<file path="src/rtl/ram16_8_bist.sv">
// March C- built-in self-test initiator for the 16x8 synchronous RAM.
// Optional macro BIST_ABORT_ON_FAIL_EN stops the test at the first mismatch.
module ram16_8_bist #(
   parameter logic [7:0] PATTERN = 8'h55
) (
   input  logic       clk,
   input  logic       rst,
   input  logic       start,
   input  logic [7:0] mem_dataout,
   output logic [3:0] mem_addr,
   output logic [7:0] mem_datain,
   output logic       mem_read,
   output logic       mem_write,
   output logic       busy,
   output logic       done,
   output logic       fail,
   output logic [3:0] fail_addr,
   output logic [7:0] fail_exp,
   output logic [7:0] fail_act,
   output logic [7:0] err_cnt
);

   typedef enum logic [2:0] {IDLE, W0, RD, WRC, R5, C5, DONE} state_t;

   state_t     state_q, state_d;
   logic [3:0] addr_q, addr_d;
   logic [2:0] elem_q, elem_d;
   logic [3:0] mem_addr_q, mem_addr_d;
   logic [7:0] mem_datain_q, mem_datain_d;
   logic       mem_read_q, mem_read_d;
   logic       mem_write_q, mem_write_d;
   logic       busy_q, busy_d;
   logic       done_q, done_d;
   logic       fail_q, fail_d;
   logic [3:0] fail_addr_q, fail_addr_d;
   logic [7:0] fail_exp_q, fail_exp_d;
   logic [7:0] fail_act_q, fail_act_d;
   logic [7:0] err_cnt_q, err_cnt_d;

   logic [7:0] exp_val;
   logic       mismatch;
   logic       dir_down;
   logic       elem_last;

   // Odd elements (E1, E3) read the "0" background; even ones read the "1" value.
   always_comb begin
      exp_val   = (state_q == C5 || elem_q[0]) ? PATTERN : ~PATTERN;
      mismatch  = (state_q == WRC || state_q == C5) && (mem_dataout != exp_val);
      dir_down  = (elem_q == 3'd3) || (elem_q == 3'd4);
      elem_last = dir_down ? (addr_q == 4'd0) : (addr_q == 4'd15);
   end

   always_comb begin
      state_d     = state_q;
      addr_d      = addr_q;
      elem_d      = elem_q;
      fail_d      = fail_q;
      fail_addr_d = fail_addr_q;
      fail_exp_d  = fail_exp_q;
      fail_act_d  = fail_act_q;
      err_cnt_d   = err_cnt_q;

      case (state_q)
         IDLE: begin
            if (start) begin
               state_d     = W0;
               addr_d      = 4'd0;
               elem_d      = 3'd0;
               fail_d      = 1'b0;
               fail_addr_d = 4'd0;
               fail_exp_d  = 8'd0;
               fail_act_d  = 8'd0;
               err_cnt_d   = 8'd0;
            end
         end
         W0: begin
            if (addr_q == 4'd15) begin
               state_d = RD;
               elem_d  = 3'd1;
               addr_d  = 4'd0;
            end else begin
               addr_d = addr_q + 4'd1;
            end
         end
         RD: state_d = WRC;
         WRC: begin
            state_d = RD;
            if (elem_last) begin
               if (elem_q == 3'd4) begin
                  state_d = R5;
                  addr_d  = 4'd0;
               end else begin
                  elem_d = elem_q + 3'd1;
                  // E3 and E4 descend, so they start from the top address.
                  addr_d = (elem_q == 3'd2 || elem_q == 3'd3) ? 4'd15 : 4'd0;
               end
            end else begin
               addr_d = dir_down ? addr_q - 4'd1 : addr_q + 4'd1;
            end
         end
         R5: state_d = C5;
         C5: begin
            if (addr_q == 4'd15) begin
               state_d = DONE;
            end else begin
               state_d = R5;
               addr_d  = addr_q + 4'd1;
            end
         end
         DONE: state_d = IDLE;
         default: state_d = IDLE;
      endcase

      if (mismatch) begin
         if (err_cnt_q != 8'hFF) begin
            err_cnt_d = err_cnt_q + 8'd1;
         end
         if (!fail_q) begin
            fail_d      = 1'b1;
            fail_addr_d = addr_q;
            fail_exp_d  = exp_val;
            fail_act_d  = mem_dataout;
         end
`ifdef BIST_ABORT_ON_FAIL_EN
         state_d = DONE;
`else
`endif
      end
   end

   // RAM pins are registered, so they are derived from the state being entered.
   always_comb begin
      busy_d       = (state_d != IDLE) && (state_d != DONE);
      done_d       = (state_d == DONE);
      mem_read_d   = (state_d == RD) || (state_d == R5);
      mem_write_d  = (state_d == W0) || (state_d == WRC);
      mem_addr_d   = busy_d ? addr_d : 4'd0;
      mem_datain_d = 8'd0;
      if (state_d == W0) begin
         mem_datain_d = PATTERN;
      end else if (state_d == WRC) begin
         mem_datain_d = elem_d[0] ? ~PATTERN : PATTERN;
      end
   end

   always_ff @(posedge clk) begin
      if (rst) begin
         state_q      <= IDLE;
         addr_q       <= 4'd0;
         elem_q       <= 3'd0;
         mem_addr_q   <= 4'd0;
         mem_datain_q <= 8'd0;
         mem_read_q   <= 1'b0;
         mem_write_q  <= 1'b0;
         busy_q       <= 1'b0;
         done_q       <= 1'b0;
         fail_q       <= 1'b0;
         fail_addr_q  <= 4'd0;
         fail_exp_q   <= 8'd0;
         fail_act_q   <= 8'd0;
         err_cnt_q    <= 8'd0;
      end else begin
         state_q      <= state_d;
         addr_q       <= addr_d;
         elem_q       <= elem_d;
         mem_addr_q   <= mem_addr_d;
         mem_datain_q <= mem_datain_d;
         mem_read_q   <= mem_read_d;
         mem_write_q  <= mem_write_d;
         busy_q       <= busy_d;
         done_q       <= done_d;
         fail_q       <= fail_d;
         fail_addr_q  <= fail_addr_d;
         fail_exp_q   <= fail_exp_d;
         fail_act_q   <= fail_act_d;
         err_cnt_q    <= err_cnt_d;
      end
   end

   assign mem_addr   = mem_addr_q;
   assign mem_datain = mem_datain_q;
   assign mem_read   = mem_read_q;
   assign mem_write  = mem_write_q;
   assign busy       = busy_q;
   assign done       = done_q;
   assign fail       = fail_q;
   assign fail_addr  = fail_addr_q;
   assign fail_exp   = fail_exp_q;
   assign fail_act   = fail_act_q;
   assign err_cnt    = err_cnt_q;

endmodule

</file>
<file path="config.mk">
export PLATFORM = sky130hd
export DESIGN_NAME = ram16_8_bist
export DESIGN_NICKNAME = d
export VERILOG_FILES = /design/src/rtl/ram16_8_bist.sv
export SDC_FILE = /design/constraint.sdc
export NUM_CORES = 1
export LEC_CHECK = 0
export ABC_AREA = 1
export CORE_MARGIN = 3
export CORE_UTILIZATION = 55
export CTS_BUF_LIST = sky130_fd_sc_hd__clkbuf_2 sky130_fd_sc_hd__clkbuf_4 sky130_fd_sc_hd__clkbuf_8
export DETAILED_ROUTE_END_ITERATION = 8
export GPL_TIMING_DRIVEN = 0
export PLACE_DENSITY = 0.83
export SYNTH_ARGS = -nofsm -noshare
export SYNTH_HDL_FRONTEND = slang
export SYNTH_SLANG_ARGS = --single-unit
</file>
<file path="constraint.sdc">
create_clock -name clk -period 1.9 [get_ports clk]
set_input_delay 0.19 -clock clk [delete_from_list [all_inputs] [get_ports clk]]
set_output_delay 0.19 -clock clk [all_outputs]
set_load 0.05 [all_outputs]
</file>
Yosys cells after proc, flatten, opt, wreduce, memory -nomap -nowiden
Index checks and enable logic that the tools add are counted.
Word-level totals
  output and inout bits: 45
  logic and storage cells: 102
  input port bits: 11
  register bits: 55
Operators by class
  mux-type cells: 44
  eq/ne operators: 21
  bitwise operators: 2
  add/sub/neg operators: 4
  reductions and logical operators: 15
Operator list (number)
  two-way mux 8 bit: 14
  two-way mux 4 bit: 11
  two-way mux 3 bit: 8
  == test 3 x 2 -> 1 bit (second input constant): 6
  one-hot mux 3 bit (6 select lines): 1
  one-hot mux 4 bit (4 select lines): 1
  == test 3 bit (second input constant): 5
  two-way mux 7 bit: 2
  one-hot mux 3 bit (3 select lines): 1
  adder 8 x 1 -> 8 bit (second input constant): 1
  != test 2 bit (second input constant): 4
  != test 8 bit: 1
  != test 8 bit (second input constant): 1
  == test 3 x 1 -> 1 bit (second input constant): 2
  logical OR 1 bit: 6
  nonzero test 3 bit: 2
  two-way mux 1 bit: 5
  AND reduction 5 bit: 1
  adder 4 x 1 -> 4 bit (second input constant): 1
  == test 4 bit (second input constant): 1
  logical NOT 4 bit: 1
  subtractor 4 x 1 -> 4 bit (second input constant): 1
  adder 3 x 1 -> 3 bit (second input constant): 1
  logical NOT 3 bit: 1
  other kinds (6): 8

Logic depth before layout (Yosys ltp)
Gate-level depths: netlist of the first run.
  depth in word-level cells: 9
  mapped depth: 12
  gate-level depth less buffers: 12

Worst setup path before layout of the first run
No wires, ideal clock.
  path kind: reg2reg
  start point: register elem_q[0]
  end point: register mem_addr_q[0], in the netlist mem_addr[0]
  cell stages (with the launch flop): 11
  arrival: 1.626 ns
  setup time: 0.119 ns
  period minus slack after synthesis: 1.745 ns
  data required time: 1.781 ns
  path slack: 0.155 ns
  buffers on the path: 0
  path through: dfxtp_1 -> inv_1 -> ha_1 -> nand2_1 -> nand2_2 -> nand2_1 -> nand3_1 -> nand2_1 -> nand3_1 -> o21ai_2 -> nor2_1
Between the ends
  cells in the longest elaborated chain, start to end: 9
  elaborated cells between the ends (all ways): 19
  those cells by class: eq/ne (4); mux (9); bitwise (1); reduce/logical (5)
RTL lines
  from (decl): RTL line 27  | logic [2:0] elem_q, elem_d;
  from (signal assigned): RTL line 165  | elem_q <= elem_d;
  == test 3 x 2 -> 1 bit / == test 3 bit (equally long branches): RTL line 49, 95, 89
  logical OR 1 bit: RTL line 49  | dir_down = (elem_q == 3'd3) || (elem_q == 3'd4);
  two-way mux 1 bit: RTL line 50  | elem_last = dir_down ? (addr_q == 4'd0) : (addr_q == 4'd15);
  two-way mux 3 bit: RTL line 88  | if (elem_last) begin
  one-hot mux 3 bit (6 select lines): RTL line 63  | case (state_q)
  != test 3 bit / nonzero test 3 bit (equally long branches): RTL line 133  | busy_d = (state_d != IDLE) && (state_d != DONE);
  logical AND 1 bit: RTL line 133
  NOT 1 bit (no line)
  OR reduction 2 bit (no line)
  to (signal assigned): RTL line 166  | mem_addr_q <= mem_addr_d;
  to (decl): RTL line 28  | logic [3:0] mem_addr_q, mem_addr_d;
Several ways; a longest one is shown, not always the timed one.
A chain may end at the register's enable or synchronous reset.

Final worst setup path of the first run
  start point: register mem_datain_q[5], in the netlist mem_datain[5]
  end point: output mem_datain[5]
RTL lines
  from (decl): RTL line 29  | logic [7:0] mem_datain_q, mem_datain_d;
  from (signal assigned): RTL line 167  | mem_datain_q <= mem_datain_d;
  to (decl): RTL line 11  | output logic [7:0] mem_datain,
No word-level cell between the ends.

==> flow_metrics.py, run 1 <==
metrics = {
    "outcome": {
        "outcome": "completed",
    },
    "grt": {
        "grt_max_degree": 15,
        "overflow": 0,
        "antenna_found_initial": 0,
        "grt_pass1_vias": 2875,
        "grt_pass1_wl_mm": 12.3,
        "grtUsageTotal": 0.238,
    },
    "worst_setup_path": {
        "critPathKind": "reg -> out",
        "r2r_start": "elem_q[0]",
        "crit_chain": "buf_4, clkdlybuf4s50_1",
        "critPathMaxFanout": 4,
        "worstPathRequired_ns": 1.71,
        "slowest_stage": "clkdlybuf4s50_1",
        "critPathBufInv": 2,
        "start_kind": "flip-flop",
        "crit_end": "mem_datain[5]",
        "reg2reg_slack_ns": 0.12,
        "cp_slowest_stage_delay_ns": 0.79,
        "arrival_ns": 1.60,
        "startpoint": "mem_datain[5]",
        "critPathCaptureType": "primary output",
        "cp.depth": 2,
        "reg2reg_depth": 10,
        "critPathTopFamily": "buffers and inverters",
        "r2r_end": "mem_addr[2]",
    },
    "place": {
        "hpwl_mm": 5.50,
        "port_buffers": 54,
        "place_congestion": 0.896,
    },
    "layout": {
        "num_antenna_cells": 0,
        "layout-drive-gt1-share": 0.114,
        "syn_to_final_growth_pct": 25.3,
        "fin_nets": 571,
        "n_fill_cell": 476,
    },
    "clocking": {
        "cts.clk_slew.worst_paths_ns": 0.09,
        "cts_tree": "built",
        "cts.sinks": 49,
        "htreeDepth": 2,
        "holdBufCountCts": 0,
        "numCtsBuffers": 5,
        "clkLatencyLatePin_ns": 0.31,
        "cts_setup_buffers": 0,
        "cts_root_buf": "clkbuf_8",
        "clockBufferDepth": 2,
    },
    "job": {
        "drv_cap": 0,
    },
    "logic_synthesis": {
        "syn_area_um2": 3070,
        "synth_top_cell_by_area": "dfxtp_1",
        "ys_types": 32,
        "synth_edf_count": 0,
        "synth_top_family_by_area": "simple AND/OR/NAND/NOR gates",
        "post_synth_and_or_nand_nor_area_fraction": 0.372,
        "yosys_warnings": 0,
        "synth_fa_ha_area_frac": 0.0367,
        "synth_nets": 510,
        "ys.flop_type": "dfxtp_1",
        "synth_top_area_frac": 0.320,
        "synth_area_leaders": "dfxtp_1 32%, nand2_1 20%, inv_1 8.6%, nor2_1 6.0%, a21oi_1 5.1%",
        "synthMostInstantiatedCell": "nand2_1",
        "ys_seq_elements": 49,
        "synthMuxAreaShare": 0,
        "yosys-top-cells-count": "167 x nand2_1, 70 x inv_1, 49 x dfxtp_1, 49 x nor2_1, 31 x a21oi_1",
        "avgSynthCellArea_um2": 6.26,
        "async_flop_share": 0,
        "synthXorXnorAreaFrac": 0.0143,
        "synthesis.instances": 490,
        "synth_compound_area_frac": 0.116,
        "yosysSeqAreaShare": 0.320,
    },
    "timing": {
        "worstMarginPinSlew_ns": 0.584,
        "post-route-min-period_ns": 1.79,
        "slew_headroom": 0.610,
        "holdWs_ns": 0.258,
        "finalClockSkew_ns": 0.0125,
        "period_share": 0.942,
        "setup_viol": 0,
        "finalHoldViolations": 0,
        "drv_slew": 0,
        "fmax_mhz": 558,
    },
    "detailed_routing": {
        "antenna_left": 0,
        "via_per_inst": 5.05,
        "routedWlPerCell_um": 11.8,
        "drc": 0,
        "drt_wl_total_mm": 7.34,
        "dr.pass1.iters": 5,
        "drtIter0Drc": 176,
        "vias": 3144,
    },
    "min_path": {
        "min_path_type": "in -> reg",
        "hold_start": "rst",
    },
    "floorplanning": {
        "core_area_um2": 5240,
        "die_width_um": 80.7,
        "initial_core_util": 0.586,
        "row_count": 26,
        "ios": 56,
        "die_h_um": 80.7,
        "die_area_um2": 6510,
    },
    "pwr": {
        "fin_total_pwr_mw": 1.98,
        "leakage_nw": 1.76,
        "ir_worst_vdd_mv": 0.397,
        "power.density_cell_area_nw_per_um2": 515,
    },
}
## logic make-up (layout without fill, tap and decap cells)
| logic type | count (synthesis) | count (layout) |
|---|---|---|
| AO/OA/AOI/OAI | 64 | 64 |
| XOR/XNOR | 5 | 5 |
| AND/OR/NAND/NOR | 264 | 264 |
| adder cells (fa/ha/maj) | 9 | 9 |
| flip-flops | 49 | 49 |
| buffers and inverters | 99 | 161 |
## report_power, final
part,switching (mW),total (mW),internal [mW],leakage (nW)
combinational,0.165,0.257,0.0915,1.31
clock,0.345,0.675,0.330,0.0542
sequential,0.00969,1.05,1.04,0.397
## layout make-up
cell class	instances	area, um2	area share
timing repair buffer	54	541	0.141
clock inverter	1	5.00	0.00130
inverter	78	293	0.0762
tap	70	87.6	0.0228
clock buffer	7	96.3	0.0251
sequential	49	986	0.257
buffer	21	141	0.0368
multi-input combinational	342	1690	0.440
## cells in the final DEF, fill, tap and decap left out, drive strengths merged, types with 4 or more instances in the layout
cell | netlist | final
nor3 | 4 | 4
clkbuf | 6 | 13
nand2 | 174 | 174
nand3 | 24 | 24
nor2 | 51 | 51
inv | 77 | 77
clkdlybuf4s50 | 0 | 54
nand4 | 6 | 6
ha | 9 | 9
buf | 15 | 15
dfxtp | 49 | 49
o21ai | 25 | 25
a21oi | 36 | 36
## worst min path at each step
stage	end	slack, ns	cells after the start
2_1_floorplan	fail_act[3]	0.43	4
3_3_place_gp	elem_q[2]	0.48	2
3_5_place_dp	elem_q[2]	0.49	2
4_1_cts	fail_act[2]	0.27	2
5_1_grt	fail_act[2]	0.29	2
6_report	fail_act[2]	0.26	2
## registers in the layout, indices dropped and copies added (netlist names)
signal,cells
err_cnt,8
busy,1
state_q,3
fail_exp,8
done,1
mem_write,1
mem_read,1
elem_q,3
addr_q,4
mem_datain,2
fail_act,8
fail_addr,4
mem_addr,4
fail,1
## repair_timing
item	in CTS	in global routing
pin swaps	1	1
setup endpoints to repair	10	10
resized for setup	5	8
endpoints found under the hold margin	0	0
## per-layer routing
layer / global-route usage / vias to the layer above / routed length (um)
met5: 0 / - / 0
met4: 0.0828 / 0 / 93
met3: 0.0392 / 9 / 435
met2: 0.419 / 100 / 3550
met1: 0.292 / 1413 / 3260
li1: - / 1622 / -
## metrics by stage
stage / util / setup WS [ns] / cells / setup TNS (ns) / cell area, um2
after floorplan: - / 0.155 / 490 / 0 / 3070
after global placement: 0.705 / -0.185 / 614 / -1.18 / 3690
after detailed placement: 0.705 / -0.195 / 614 / -1.27 / 3690
after CTS: 0.728 / 0.0287 / 622 / 0 / 3810
after global routing: 0.733 / -0.000301 / 622 / -0.000301 / 3840
final: 0.733 / 0.109 / 622 / 0 / 3840
(Power assumes the default switching activity.)
==> run 2: changes to the inputs <==
--- a/config.mk
+++ b/config.mk
@@ -12,6 +12,7 @@
 export DETAILED_ROUTE_END_ITERATION = 8
 export GPL_TIMING_DRIVEN = 0
 export PLACE_DENSITY = 0.83
+export SLEW_MARGIN = 20
 export SYNTH_ARGS = -nofsm -noshare
 export SYNTH_HDL_FRONTEND = slang
 export SYNTH_SLANG_ARGS = --single-unit
==> constraint.sdc (replaced) <==
create_clock -name clk -period 2 [get_ports clk]
set_input_delay 0.2 -clock clk [delete_from_list [all_inputs] [get_ports clk]]
set_output_delay 0.2 -clock clk [all_outputs]
set_load 0.05 [all_outputs]
==> run 2 against run 1 <==
Power is 4.9% lower. Utilization fell by 0.50 points. Clock-buffer cell count unchanged. Sequential cell count unchanged. Clock power shrank 4.9%. Clock skew is 0.00072 ns higher. Register-to-register slack hardly changed. Design area is 0.68% lower. Global-route usage about the same. Die area stayed put. Largest cell class unchanged.
==> flow_metrics.py, run 2 (synthesis results as in run 1) <==
metrics = {
    "detailed_routing": {
        "dr.pass1.iters": 4,
        "drtIter0Drc": 188,
        "antenna_left": 0,
        "via_per_inst": 4.99,
        "routedWlPerCell_um": 11.7,
        "drt_wl_total_mm": 7.26,
        "drc": 0,
        "vias": 3104,
    },
    "layout": {
        "layout-drive-gt1-share": 0.105,
        "syn_to_final_growth_pct": 24.4,
        "fin_area_um2": 3810,
        "num_antenna_cells": 0,
        "fin_nets": 571,
        "layout_commonest_cell": "nand2_1",
        "final_cell_mix": "165 x nand2_1, 69 x inv_1, 54 x clkdlybuf4s50_1, 49 x nor2_1, 48 x dfxtp_1",
    },
    "grt": {
        "overflow": 0,
        "grt_pass1_vias": 2878,
        "grt_pass1_wl_mm": 12.3,
        "grt_max_degree": 15,
        "antenna_found_initial": 0,
        "grtUsageTotal": 0.238,
    },
    "pwr": {
        "power.density_cell_area_nw_per_um2": 493,
        "fin_total_pwr_mw": 1.88,
        "ir_worst_vdd_mv": 0.377,
        "leakage_nw": 1.75,
    },
    "floorplanning": {
        "die_width_um": 80.7,
        "die_area_um2": 6510,
        "die_h_um": 80.7,
        "row_count": 26,
        "core_area_um2": 5240,
        "ios": 56,
        "initial_core_util": 0.586,
    },
    "worst_setup_path": {
        "arrival_ns": 2.07,
        "critPathKind": "reg -> reg",
        "start_kind": "flip-flop",
        "critPathMaxFanout": 6,
        "worstPathRequired_ns": 2.19,
        "critPathCaptureType": "flip-flop",
    },
    "place": {
        "hpwl_mm": 5.50,
        "port_buffers": 54,
        "place_congestion": 0.896,
        "place_area_um2": 3690,
        "place_ws_ns": -0.0951,
    },
    "timing": {
        "drv_slew": 0,
        "slew_headroom": 0.611,
        "rsz0062_at_grt": "yes",
        "post-route-min-period_ns": 1.87,
        "period_share": 0.937,
        "fmax_mhz": 534,
        "setup_slack_ns": 0.126,
        "holdWs_ns": 0.260,
        "worstMarginPinSlew_ns": 0.584,
        "setup_viol": 0,
        "tns_ns": 0,
        "finalClockSkew_ns": 0.0133,
        "finalHoldViolations": 0,
    },
    "clocking": {
        "clkLatencyLatePin_ns": 0.31,
        "cts_setup_buffers": 0,
        "numCtsBuffers": 5,
        "cts_tree": "built",
        "holdBufCountCts": 0,
        "htreeDepth": 2,
        "clockBufferDepth": 2,
        "cts.clk_slew.worst_paths_ns": 0.09,
        "cts_root_buf": "clkbuf_8",
        "cts.sinks": 49,
    },
    "job": {
        "drv_cap": 0,
    },
    "min_path": {
        "min_path_type": "in -> reg",
    },
    "outcome": {
        "outcome": "completed",
    },
}
==> run 2: metrics by stage <==
stage,instances,utilization
6_report,622,0.728
3_3_place_gp,614,0.705
4_1_cts,622,0.726
3_5_place_dp,614,0.705
2_1_floorplan,490,-
5_1_grt,622,0.728
==> run 2: critical path, cell delays in order (launching register included) <==
cell and delay, ns:
dfxtp_2 0.39, inv_2 0.09, ha_1 0.23, nand2_2 0.13, nand2_2 0.12, nand2_1 0.13
nand3_1 0.14, nand2_2 0.12, nand3_2 0.11, o21ai_4 0.24, nor2_1 0.06
==> run 2: path summary, 6_finish.rpt <==
path                            startpoint  cells after the start            end  slack [ns]
worst max register to register   elem_q[0]                     10    mem_addr[2]        0.13
worst min register to register   elem_q[0]                      2  mem_datain[5]        0.52
worst min-delay path                   rst                      2    fail_act[2]        0.26
worst max-delay path             elem_q[0]                     10    mem_addr[2]        0.13
==> run 2: report_power, final <==
| group | switching, mW | total [mW] | leakage [nW] | internal (mW) |
|---|---|---|---|---|
| Sequential | 0.00904 | 0.996 | 0.397 | 0.987 |
| Combinational | 0.157 | 0.244 | 1.30 | 0.0874 |
| Clock | 0.329 | 0.642 | 0.0542 | 0.313 |
==> run 2: what timing repair did <==
item                       CTS  global route
gates cloned                 0             0
setup endpoints to repair    7             8
gates resized for setup      3             3
pin swaps                    0             1
==> run 2: area by class of cell <==
cell class                      count  area [um2]
Buffer                             21         141
Clock buffer                        7        96.3
Clock inverter                      1        5.00
Fill cell                         479        1420
Inverter                           78         293
Multi-Input combinational cell    342        1670
Sequential cell                    49         982
Tap cell                           70        87.6
Timing Repair Buffer               54         541
==> run 2: layer usage <==
| layer | part of all wire | routed length [um] | up-vias | global-route usage |
|---|---|---|---|---|
| met5 | 0 | 0 | - | 0 |
| met4 | 0.011 | 82 | 0 | 0.0828 |
| met3 | 0.053 | 388 | 8 | 0.0392 |
| met2 | 0.49 | 3530 | 75 | 0.419 |
| met1 | 0.45 | 3260 | 1397 | 0.291 |
| li1 | - | - | 1624 | - |
==> RTL edit 1, RTL diff (settings of run 2) <==
Re-encode `state_t` (7 states) as one-hot, 7 bits wide.
--- a/src/rtl/ram16_8_bist.sv
+++ b/src/rtl/ram16_8_bist.sv
@@ -21,5 +21,5 @@
 );
 
-   typedef enum logic [2:0] {IDLE, W0, RD, WRC, R5, C5, DONE} state_t;
+   typedef enum logic [6:0] {IDLE = 7'b0000001, W0 = 7'b0000010, RD = 7'b0000100, WRC = 7'b0001000, R5 = 7'b0010000, C5 = 7'b0100000, DONE = 7'b1000000} state_t;
 
    state_t     state_q, state_d;
Formal check against the unedited RTL: no difference found for any inputs over 10 cycles, from zero or initial values and one cycle with rst high; not proved beyond that.
==> RTL edit 1 against run 2 <==
Combinational power grew 9.0%; setup slack improved by 0.045 ns; largest cell class unchanged; first-iteration DRC count decreased by 25%; total power grew 4.2%; largest power group unchanged; design area decreased by 4.5%; clock skew decreased by 0.0038 ns; sequential cell count up 4; critical path type is now reg2out; synthesized area down 5.4%; wire length down 0.47%.
==> RTL edit 1: results (changes against run 2) <==
worst-case clock buffer depth: 2 (unchanged)
root buffer cell: clkbuf_8
class of the most critical hold timing path: reg2reg
number of warnings issued by yosys: 0 (unchanged)
top cell family by delay on the critical path: buffers and inverters
antenna violations before repair: 0 (unchanged)
Net Count, Synth: 469 (-8.0%)
overall fraction of global-route tracks in use: 0.241 (+0.00323)
number of diodes: 0 (unchanged)
pin count of the biggest net entering global routing: 17 (+2)
CP Data Arrival Time: 1.63 ns (-0.44 ns)
Detailed Route Iter0 Violations: 141 (-25%)
vias in the first global route: 2594 (-9.9%)
main flop type after synthesis: dfxtp_1
layout cell share with drive strength beyond 1: 0.0801 (-0.0250)
buffers inserted during post-CTS setup optimization: 0 (unchanged)
LEAKAGE: 1.63 nW (-6.8%)
Reg clk slew, reported paths: 0.10 ns
worst slew slack as a fraction of its limit: 0.644 (+0.0329)
clock network latency to the later pin of the worst-skew pair: 0.31 ns (about the same)
final routed wirelength across all metal layers: 7.23 mm (-0.47%)
status: completed
DP HPWL: 5.39 mm (-1.9%)
number of buffers created by CTS: 5 (unchanged)
first-pass GRT wire length: 12.0 mm (-2.2%)
count of H-tree levels built during CTS: 2 (unchanged)
worst clock skew: 0.00947 ns (-0.00380 ns)
routed vias: 2957 (-4.7%)
cell type of the slowest stage on the worst timing path: clkdlybuf4s50_1
proportion of synthesized chip area in sequential cells: 0.366 (+0.0460)
routability cong.: 0.897 (+0.12%)
maximum single-stage delay on the critical path: 0.85 ns (+0.46 ns)
most frequent cells after synthesis: 133 x nand2_1, 66 x inv_1, 57 x nor2_1, 53 x dfxtp_1, 36 x nand3_1
DRT Pass-1 Iters: 5 (+1)
cells taking the most area after synthesis: dfxtp_1 37%, nand2_1 17%, inv_1 8.5%, nor2_1 7.4%, nand3_1 6.2%
number of buffer cells added on primary ports: 55 (+1.9%)
critical path peak fanout: 7 (+1)
area of the mapped netlist: 2900 sq um (-5.4%)
highest ir drop seen on vdd: 0.349 mV (-7.4%)
count of unique library cells instantiated by Yosys: 29 (-9.4%)
Final Net Count: 531 (-7.0%)
==> RTL edit 1: per-layer routing <==
layer | wire, microns | up-vias | part of all wire | track usage
li1 | - | 1520 | - | -
met1 | 3270 | 1324 | 0.45 | 0.313
met2 | 3380 | 103 | 0.47 | 0.407
met3 | 494 | 10 | 0.068 | 0.0447
met4 | 89 | 0 | 0.012 | 0.0699
met5 | 0 | - | 0 | 0
==> RTL edit 1: final timing paths <==
path	cells after the start	from	to	slack (ns)
worst min-delay path	2	fail_exp[3]	fail_exp[3]	0.50
worst max register to register	8	addr_q[1]	addr_q[1]	0.21
worst max-delay path	1	fail	fail	0.17
worst min register to register	2	fail_exp[3]	fail_exp[3]	0.50
==> RTL edit 1: cells by family (layout without fill, tap and decap cells) <==
logic type	after synthesis	after routing	synth area share
buf+inv	86	149	0.127
flops	53	53	0.366
compound gates	44	44	0.0815
simple gates	252	252	0.371
xor+xnor	5	5	0.0151
fa+ha+maj	9	9	0.0388
==> RTL edit 1: area by class of cell <==
| class | instances | area (sq um) |
|---|---|---|
| Buffer | 18 | 115 |
| Clock buffer | 6 | 76.3 |
| Clock inverter | 2 | 15.0 |
| Fill cell | 410 | 1270 |
| Inverter | 68 | 259 |
| Multi-Input combinational cell | 310 | 1480 |
| Sequential cell | 53 | 1060 |
| Tap cell | 67 | 83.8 |
| Timing Repair Buffer | 55 | 551 |
==> RTL edit 1: power by group <==
group          internal (W)  total [W]  switching [W]
sequential          0.00107    0.00108      0.0000108
combinational     0.0000887   0.000266       0.000178
clock              0.000261   0.000617       0.000356
==> RTL edit 1: what timing repair did <==
item	4_1_cts	5_1_grt
endpoints found under the setup margin	6	21
gates cloned	0	0
gates resized for setup	1	8
hold endpoints to repair	0	0
==> RTL edit 1: through the flow <==
step	worst slack [ns]	instance area [sq um]	cells	utilization	setup TNS, ns
floorplan	0.276	2900	449	-	0
global placement	-0.00247	3530	571	0.720	-0.00247
detailed placement	-0.0430	3530	571	0.720	-0.0552
CTS	0.0493	3630	579	0.739	0
global route	0.0187	3640	579	0.742	0
finish	0.171	3640	579	0.742	0
==> RTL edit 2, RTL diff (config.mk and constraints of run 2) <==
Without the edit above. The option `BIST_ABORT_ON_FAIL_EN` is turned on by a define.
--- a/src/rtl/ram16_8_bist.sv
+++ b/src/rtl/ram16_8_bist.sv
@@ -1,4 +1,6 @@
 // March C- built-in self-test initiator for the 16x8 synchronous RAM.
 // Optional macro BIST_ABORT_ON_FAIL_EN stops the test at the first mismatch.
+`define BIST_ABORT_ON_FAIL_EN
+
 module ram16_8_bist #(
    parameter logic [7:0] PATTERN = 8'h55
Formal check against the unedited RTL: no difference found for any inputs over 10 cycles, from zero or initial values and one cycle with rst high; that may be too few to reach the edited logic, so the function may still have changed.
==> RTL edit 2 against run 2 <==
Clock skew down 0.0085 ns; sequential cell count unchanged; setup slack improved by 0.016 ns; wire length fell by 20%; sequential share of layout area increased by 4.7 points; total power fell by 3.5%; highest routed layer unchanged; design area is 15% lower; synthesized area shrank 18%.
==> RTL edit 2: results (changes against run 2) <==
final routed wirelength across all metal layers: 5.79 mm (-20%)
number of diodes: 0 (unchanged)
worst min-delay path endpoint: state_q[2]
Met3 Wirelength: 378 microns (-2.6%)
routed vias: 2459 (-21%)
Post-Synth Adder-Cell Area: 0.0446 (+0.00786)
count of unique library cells instantiated by Yosys: 34 (+6.3%)
cell type of the slowest stage on the worst timing path: dfxtp_4
overall fraction of global-route tracks in use: 0.223 (-0.0151)
met3 layer usage reported by global route: 0.0424 (+0.00317)
proportion of synthesized chip area in sequential cells: 0.388 (+0.0684)
met2 WL post-DR: 2.64 mm (-25%)
Tmin final: 1.86 ns (-0.0159 ns)
worst clock skew: 0.00474 ns (-0.00853 ns)
worst slew slack as a fraction of its limit: 0.655 (+0.0445)
synthesized-area fraction occupied by ao, oa, aoi and oai cells: 0.161 (+0.0456)
Detailed Route Iter0 Violations: 166 (-12%)
worst setup slack for register-to-register paths: 0.14 ns (+0.02 ns)
source of the worst hold timing path: rst
Net Count, Synth: 377 (-26%)
most frequent cells after synthesis: 59 x nand2_1, 49 x dfxtp_1, 49 x nor2_1, 44 x a21oi_1, 44 x inv_1
share of the synthesized netlist area taken by xor and xnor gates: 0.0139 (-0.000412)
status: completed
cell area after placement: 3130 sq um (-15%)
global-route met2 utilization: 0.362 (-0.0567)
pin count of the biggest net entering global routing: 14 (-1)
worst hold slack across all endpoints: 0.310 ns (+0.0497 ns)
CP Data Arrival Time: 2.05 ns (-0.02 ns)
routed length per instance: 12.3 microns (+5.6%)
DRT Pass-1 Iters: 5 (+1)
timing endpoint of the critical path: elem_q[1]
first-pass GRT wire length: 9.50 mm (-23%)
vias in the first global route: 2157 (-25%)
Async SR Flop Fraction: 0 (unchanged)
number of warnings issued by yosys: 0 (unchanged)
DP HPWL: 4.52 mm (-18%)
routability cong.: 0.868 (-3.0%)
Switching Power: 0.000463 W (-6.4%)
layout cell share with drive strength beyond 1: 0.0957 (-0.00938)
Setup WS pre-CTS: -0.0185 ns (+0.0766 ns)
LEAKAGE: 1.42 nW (-19%)
internal power consumption: 0.00135 W (-2.5%)
Reg clk slew, reported paths: 0.08 ns
clock share of power: 0.327 (-0.014)
Final Net Count: 438 (-23%)
post-synthesis cell count: 357 (-27%)
cell count after placement: 463 (-25%)
highest ir drop seen on vdd: 0.495 mV (+31%)
cells taking the most area after synthesis: dfxtp_1 39%, nand2_1 8.8%, a21oi_1 8.7%, nor2_1 7.3%, inv_1 6.5%
met1 capacity usage during global routing: 0.294 (+0.00281)
met1 wire length: 2.69 mm (-18%)
Sequential Power Share: 0.548 (+0.019)
[RTL edit 2: cell types whose count changed in the layout (fill, tap and decap cells not counted), moves of 4 or more]
cell | run 2 | this run
nand2_1 | 165 | 58
inv_2 | 8 | 3
a21oi_1 | 31 | 44
inv_1 | 69 | 44
o21ai_0 | 24 | 20
a21oi_2 | 5 | 0
o21ai_1 | 0 | 8
[RTL edit 2: cell type report]
| type | count | area, sq um |
|---|---|---|
| Multi-Input combinational cell | 245 | 1280 |
| Fill cell | 369 | 1150 |
| Sequential cell | 49 | 985 |
| Timing Repair Buffer | 54 | 541 |
| Inverter | 48 | 183 |
| Buffer | 15 | 93.8 |
| Clock buffer | 7 | 90.1 |
| Tap cell | 52 | 65.1 |
[RTL edit 2: what timing repair did]
item,CTS,global route
resized for setup,1,6
setup endpoints to repair,1,11
setup buffers,0,0
